===== config.mk =====
export PLATFORM = sky130hd
export DESIGN_NAME = ysyx_24090018_fetch_ctrl
export DESIGN_NICKNAME = d
export VERILOG_FILES = /design/src/rtl/ysyx_24090018_pkg.sv /design/src/rtl/ysyx_24090018_pc_en_reg.sv /design/src/rtl/ysyx_24090018_fetch_ctrl.sv
export SDC_FILE = /design/constraint.sdc
export NUM_CORES = 1
export LEC_CHECK = 0
export ABC_AREA = 1
export BUFFER_PORTS_ARGS = -buffer_cell sky130_fd_sc_hd__buf_2
export CORE_MARGIN = 3
export CORE_UTILIZATION = 55
export CTS_BUF_LIST = sky130_fd_sc_hd__clkbuf_8
export DETAILED_ROUTE_END_ITERATION = 7
export GPL_TIMING_DRIVEN = 0
export PLACE_DENSITY = 0.86
export SYNTH_ARGS = -nofsm -noshare
export SYNTH_HDL_FRONTEND = slang
export SYNTH_SLANG_ARGS = --single-unit

===== constraint.sdc =====
create_clock -name clk -period 2.65 [get_ports clk]
set_clock_uncertainty 0.2 [all_clocks]
set_input_delay 0.53 -clock clk [delete_from_list [all_inputs] [get_ports clk]]
set_output_delay 0.53 -clock clk [all_outputs]
set_load 0.005 [all_outputs]

===== src/rtl/ysyx_24090018_pkg.sv =====
// Shared constants and state encoding for the instruction-fetch sequencer.
package ysyx_24090018_pkg;

  // Reset is active-low: rst equal to this value puts the block in reset.
  localparam logic ysyx_24090018_RstEnable = 1'b0;

  // Level of jump_flag that selects the redirect target.
  localparam logic ysyx_24090018_JumpEnable = 1'b1;

  // Architectural PC after reset.
  localparam logic [31:0] ysyx_24090018_PC_BaseAddr = 32'h8000_0000;

  // Sequential PC step (one 32-bit instruction).
  localparam int ysyx_24090018_PcIncr = 4;

  // Fetch sequencer states; codes 6 and 7 are unused and recover to IDLE.
  typedef enum logic [2:0] {
    S_IDLE     = 3'd0,
    S_REQ      = 3'd1,
    S_WAIT_RSP = 3'd2,
    S_DELIVER  = 3'd3,
    S_EXEC     = 3'd4,
    S_FAULT    = 3'd5
  } fetch_state_t;

endpackage


===== src/rtl/ysyx_24090018_pc_en_reg.sv =====
// Enable-gated PC register: advances by one instruction or loads a jump
// target, and only when the sequencer grants an update.
module ysyx_24090018_pc_en_reg
  import ysyx_24090018_pkg::*;
#(
  parameter int              ADDR_WIDTH = 32,
  parameter logic [ADDR_WIDTH-1:0] RESET_PC = ADDR_WIDTH'(ysyx_24090018_PC_BaseAddr)
) (
  input  logic                  clk,
  input  logic                  rst,
  input  logic                  en,
  input  logic                  jump_flag,
  input  logic [ADDR_WIDTH-1:0] jump_addr,
  output logic [ADDR_WIDTH-1:0] pc_o
);

  logic [ADDR_WIDTH-1:0] pc_next;

  // Next PC: redirect target or sequential step (wraps modulo 2^ADDR_WIDTH).
  always_comb begin
    pc_next = pc_o + ADDR_WIDTH'(ysyx_24090018_PcIncr);
    if (jump_flag == ysyx_24090018_JumpEnable) begin
      pc_next = jump_addr;
    end
  end

  // PC register with synchronous reset and update enable.
  always_ff @(posedge clk) begin
    if (rst == ysyx_24090018_RstEnable) begin
      pc_o <= RESET_PC;
    end else if (en) begin
      pc_o <= pc_next;
    end
  end

endmodule


===== src/rtl/ysyx_24090018_fetch_ctrl.sv =====
// Handshake-driven instruction-fetch sequencer owning the architectural PC.
//
// state    | meaning
// ---------+-------------------------------------------------------------
// IDLE     | just out of reset, moves to REQ on the next edge
// REQ      | fetch request for pc_o presented until memory accepts it
// WAIT_RSP | single outstanding request, waiting for the response
// DELIVER  | captured instruction offered to decode
// EXEC     | waiting for execute to commit, then PC advances or redirects
// FAULT    | access or alignment fault latched, only reset leaves
module ysyx_24090018_fetch_ctrl
  import ysyx_24090018_pkg::*;
#(
  parameter int                    ADDR_WIDTH = 32,
  parameter int                    DATA_WIDTH = 32,
  parameter logic [ADDR_WIDTH-1:0] RESET_PC   = ADDR_WIDTH'(ysyx_24090018_PC_BaseAddr)
) (
  input  logic                  clk,
  input  logic                  rst,
  output logic                  req_valid,
  input  logic                  req_ready,
  output logic [ADDR_WIDTH-1:0] req_addr,
  input  logic                  rsp_valid,
  output logic                  rsp_ready,
  input  logic [DATA_WIDTH-1:0] rsp_data,
  input  logic                  rsp_err,
  output logic                  inst_valid,
  input  logic                  inst_ready,
  output logic [DATA_WIDTH-1:0] inst,
  output logic [ADDR_WIDTH-1:0] inst_pc,
  input  logic                  commit_valid,
  input  logic                  jump_flag,
  input  logic [ADDR_WIDTH-1:0] jump_addr,
  output logic [ADDR_WIDTH-1:0] pc_o,
  output logic                  fault,
  output logic [ADDR_WIDTH-1:0] fault_pc
);

  fetch_state_t state;
  fetch_state_t state_nxt;

  logic jump_taken;
  logic jump_misaligned;
  logic commit_ok;
  logic commit_bad;
  logic rsp_ok;
  logic rsp_bad;
  logic pc_en;

  assign jump_taken      = (jump_flag == ysyx_24090018_JumpEnable);
  assign jump_misaligned = jump_taken && (jump_addr[1:0] != 2'b00);

  // Qualified events; commit and response only count in their own state.
  assign commit_ok  = (state == S_EXEC) && commit_valid && !jump_misaligned;
  assign commit_bad = (state == S_EXEC) && commit_valid && jump_misaligned;
  assign rsp_ok     = (state == S_WAIT_RSP) && rsp_valid && !rsp_err;
  assign rsp_bad    = (state == S_WAIT_RSP) && rsp_valid && rsp_err;

  // A faulting target never reaches the PC; fault is also masked for safety.
  assign pc_en = commit_ok && !fault;

  ysyx_24090018_pc_en_reg #(
    .ADDR_WIDTH (ADDR_WIDTH),
    .RESET_PC   (RESET_PC)
  ) u_pc_reg (
    .clk       (clk),
    .rst       (rst),
    .en        (pc_en),
    .jump_flag (jump_flag),
    .jump_addr (jump_addr),
    .pc_o      (pc_o)
  );

  // State register; reset wins over any in-flight handshake.
  always_ff @(posedge clk) begin
    if (rst == ysyx_24090018_RstEnable) begin
      state <= S_IDLE;
    end else begin
      state <= state_nxt;
    end
  end

  // Next-state decode.
  always_comb begin
    state_nxt = state;
    case (state)
      S_IDLE: begin
        state_nxt = S_REQ;
      end
      S_REQ: begin
        if (req_ready) begin
          state_nxt = S_WAIT_RSP;
        end
      end
      S_WAIT_RSP: begin
        if (rsp_valid) begin
          state_nxt = rsp_err ? S_FAULT : S_DELIVER;
        end
      end
      S_DELIVER: begin
        if (inst_ready) begin
          state_nxt = S_EXEC;
        end
      end
      S_EXEC: begin
        if (commit_valid) begin
          state_nxt = jump_misaligned ? S_FAULT : S_REQ;
        end
      end
      S_FAULT: begin
        state_nxt = S_FAULT;
      end
      default: begin
        state_nxt = S_IDLE;
      end
    endcase
  end

  // Moore handshake outputs, decoded from the registered state only.
  assign req_valid  = (state == S_REQ);
  assign rsp_ready  = (state == S_WAIT_RSP);
  assign inst_valid = (state == S_DELIVER);
  assign req_addr   = pc_o;

  // Instruction capture and sticky fault bookkeeping.
  always_ff @(posedge clk) begin
    if (rst == ysyx_24090018_RstEnable) begin
      inst     <= '0;
      inst_pc  <= '0;
      fault    <= 1'b0;
      fault_pc <= '0;
    end else begin
      if (rsp_ok) begin
        inst    <= rsp_data;
        inst_pc <= pc_o;
      end
      if (rsp_bad) begin
        fault    <= 1'b1;
        fault_pc <= pc_o;
      end else if (commit_bad) begin
        fault    <= 1'b1;
        fault_pc <= jump_addr;
      end
    end
  end

endmodule


==> qor.csv <==
stage,metric,value,unit
logic_synthesis,synth-compound-area-share,0.195,
timing,rsz0062_at_grt,false,
timing,tightest_slew,740,ps
worst_setup_path,reg2reg_from,u_pc_reg.pc_o[3],
clock_tree,clockBufferDepth,2,
die,ios,236,
hold_path,holdCritPathClass,in2reg,
logic_synthesis,yosys-top-cells-area,"dfxtp_1 41%, nand2_1 9.9%, a21oi_1 9.5%, nor2_1 9.1%, inv_1 5.8%",
clock_tree,postCtsHoldBufs,0,
power,leakage,3.76,nW
logic_synthesis,yosys.area.top_type,dfxtp_1,
final_layout,multi_input_area,2930,um^2
final_layout,antenna_cells,0,
timing,timing.final.crit_share,0.885,
timing,fin_tns_setup,0,ps
final_layout,seqCellArea,2640,um^2
die,die_h,114,um
power,powerDensity,615,nW/um^2
logic_synthesis,syn_area,6460,um^2
route,wl_met2,10600,um
timing,period_needed,2350,ps
place,hpwl,16600,um
power,ir_drop,498,uV
clock_tree,cts_htree_levels,4,
flow_run,cap_violations,0,
timing,hold_viol_final,0,
timing,setup_violations,0,
die,rows,38,
global_routing,grt_usage,0.336,
die,chipWidth,114,um
logic_synthesis,synth_edf_count,0,
logic_synthesis,synth_top_family_by_area,simple AND/OR/NAND/NOR gates,
place,gp_congestion,0.961,
route,drc,0,
clock_tree,ctsResizeCount,0,
final_layout,drive_above_1_share,0.271,
final_layout,num-nets-final,1294,
logic_synthesis,synthMuxAreaShare,0,
route,drt_pass1_iterations,5,
logic_synthesis,synthAdderAreaFrac,0.00194,
clock_tree,clk_pin_slew,80,ps
hold_path,min_from,jump_addr[6],
worst_setup_path,critPathRequiredTime,2830,ps
timing,fin_hold_ws,127,ps
route,vias,7513,
timing,fin_ws,304,ps
worst_setup_path,rrSetupSlack,300,ps
route,antenna_left,0,
die,die_area,13100,um^2
logic_synthesis,ys_seq_elements,132,
logic_synthesis,yosys.area_share.xor_xnor,0.00136,
logic_synthesis,ys_types,27,
final_layout,design_area,8240,um^2
die,start_util,0.578,
clock_tree,cts_inserted_buffers,17,
run_status,status,finished clean,
logic_synthesis,synth_top_area_frac,0.409,
clock_tree,clock-sinks,132,
route,wl_per_cell,16.2,um
route,wl_met1,8870,um
route,wl_met3,2210,um
logic_synthesis,synth_area_per_cell,6.67,um^2
logic_synthesis,synth-async-reset-ratio,0,
clock_tree,cts_tree,yes,
route,drt-total-wl,22200,um
logic_synthesis,synth_common_cells,"170 x nand2_1, 156 x nor2_1, 132 x dfxtp_1",
clock_tree,post_cts_buffers,0,
hold_path,whs_path_depth,3,
logic_synthesis,syn_inst,968,
worst_setup_path,arrival,2530,ps
logic_synthesis,synth-simple-area-share,0.255,
worst_setup_path,cp_max_fo,7,
final_layout,nFillCells,929,
worst_setup_path,rr_worst_depth,7,
worst_setup_path,end_kind,flip-flop,
die,core_area,11200,um^2
route,via_per_inst,5.47,
logic_synthesis,syn-num-nets,1041,
timing,slew_violations,0,
logic_synthesis,yosysSeqAreaShare,0.409,
route,drt-initial-drc-count,909,
logic_synthesis,synth_most_common_cell,nand2_1,
global_routing,grt_pass1_vias,6965,
global_routing,grt_remaining_overflow,0,
hold_path,hold_end,u_pc_reg.pc_o[6],
place,portBuffers,234,
timing,slew_headroom,0.506,
place,placed_cell_area,7810,um^2
global_routing,grt_max_degree,17,
route,dr.max_layer_used,met4,
worst_setup_path,startpoint_type,flip-flop,
logic_synthesis,ys_warn_count,0,
timing,timing.fmax,0.426,GHz
clock_tree,clk_latency,460,ps
final_layout,area_growth_syn_to_layout,27.6,%
clock_tree,cts_root_buf,clkbuf_8,
place,pre_cts_slack,182,ps
worst_setup_path,crit_type,reg2reg,
global_routing,antenna_found_initial,0,
worst_setup_path,rr_endpoint,u_pc_reg.pc_o[22],
power,total_power,0.00507,W
global_routing,grt_pass1_wl,35000,um
logic_synthesis,ys.flop_type,dfxtp_1,
-- cell usage in the layout (no fill, tap or decap), drive strengths merged --
cell,synthesis,routed
o21ai,110,110
clkinv,0,4
a31oi,3,3
nand4,7,7
o22ai,1,1
nor2,161,161
ha,1,1
xnor2,1,1
a21oi,123,123
nand3b,1,1
bufinv,0,3
inv,105,112
nand2,175,175
nor3,8,8
clkbuf,35,53
dfxtp,132,132
nand3,48,48
buf,49,283
o211ai,8,8
-- worst max path at each step --
stage | start | endpoint | slack, ps
after floorplan | jump_addr[1] | u_pc_reg.pc_o[13] | 830
after global placement | jump_addr[1] | fault_pc[24] | 250
after detailed placement | jump_addr[1] | fault_pc[24] | 180
after CTS | u_pc_reg.pc_o[3] | u_pc_reg.pc_o[22] | 390
after global routing | u_pc_reg.pc_o[3] | u_pc_reg.pc_o[22] | 170
final | u_pc_reg.pc_o[3] | u_pc_reg.pc_o[22] | 300
-- cell families after synthesis --
| family | count (synthesis) |
|---|---|
| AOI/OAI and AO/OA | 245 |
| adders and majority gates | 1 |
| DFF | 132 |
| and+or+nand+nor | 400 |
| xor gates and xnor gates | 1 |
| buffers and inverters | 189 |
-- through the flow --
| stage | std cells | utilization |
|---|---|---|
| floorplan | 968 | - |
| global placement | 1342 | 0.699 |
| detailed placement | 1342 | 0.699 |
| CTS | 1374 | 0.738 |
| global route | 1374 | 0.738 |
| finish | 1374 | 0.738 |
-- where the power goes --
group          internal [W]  switching, W
registers           0.00214      0.000124
clock network      0.000985      0.000897
logic              0.000360      0.000563
-- per-layer routing --
metal / GRT usage / vias to the layer above
li1: - / 3596
met1: 0.424 / 3409
met2: 0.572 / 460
met3: 0.0640 / 48
met4: 0.118 / 0
met5: 0 / -
-- layout make-up --
cell class                      count  area share
Sequential cell                   132       0.321
Buffer                             84      0.0601
Multi-Input combinational cell    647       0.355
Clock inverter                     14      0.0229
Timing Repair Buffer              234       0.142
Clock buffer                       18      0.0301
Tap cell                          140      0.0212
Inverter                          105      0.0478
-- registers in the layout, indices dropped and copies added (netlist names) --
name / cells
fault_pc: 32
inst: 32
inst_pc: 32
u_pc_reg.pc_o: 32
state: 3
fault: 1
-- critical path, cell delays in order, from the launching register on --
cell,delay [ps]
dfxtp_1,520
ha_1,320
nand2_1,120
nor3_1,530
nand4_1,270
nor2_1,160
nor2_1,60
a21oi_1,100
No activity file was read; power rests on OpenSTA's default activity.
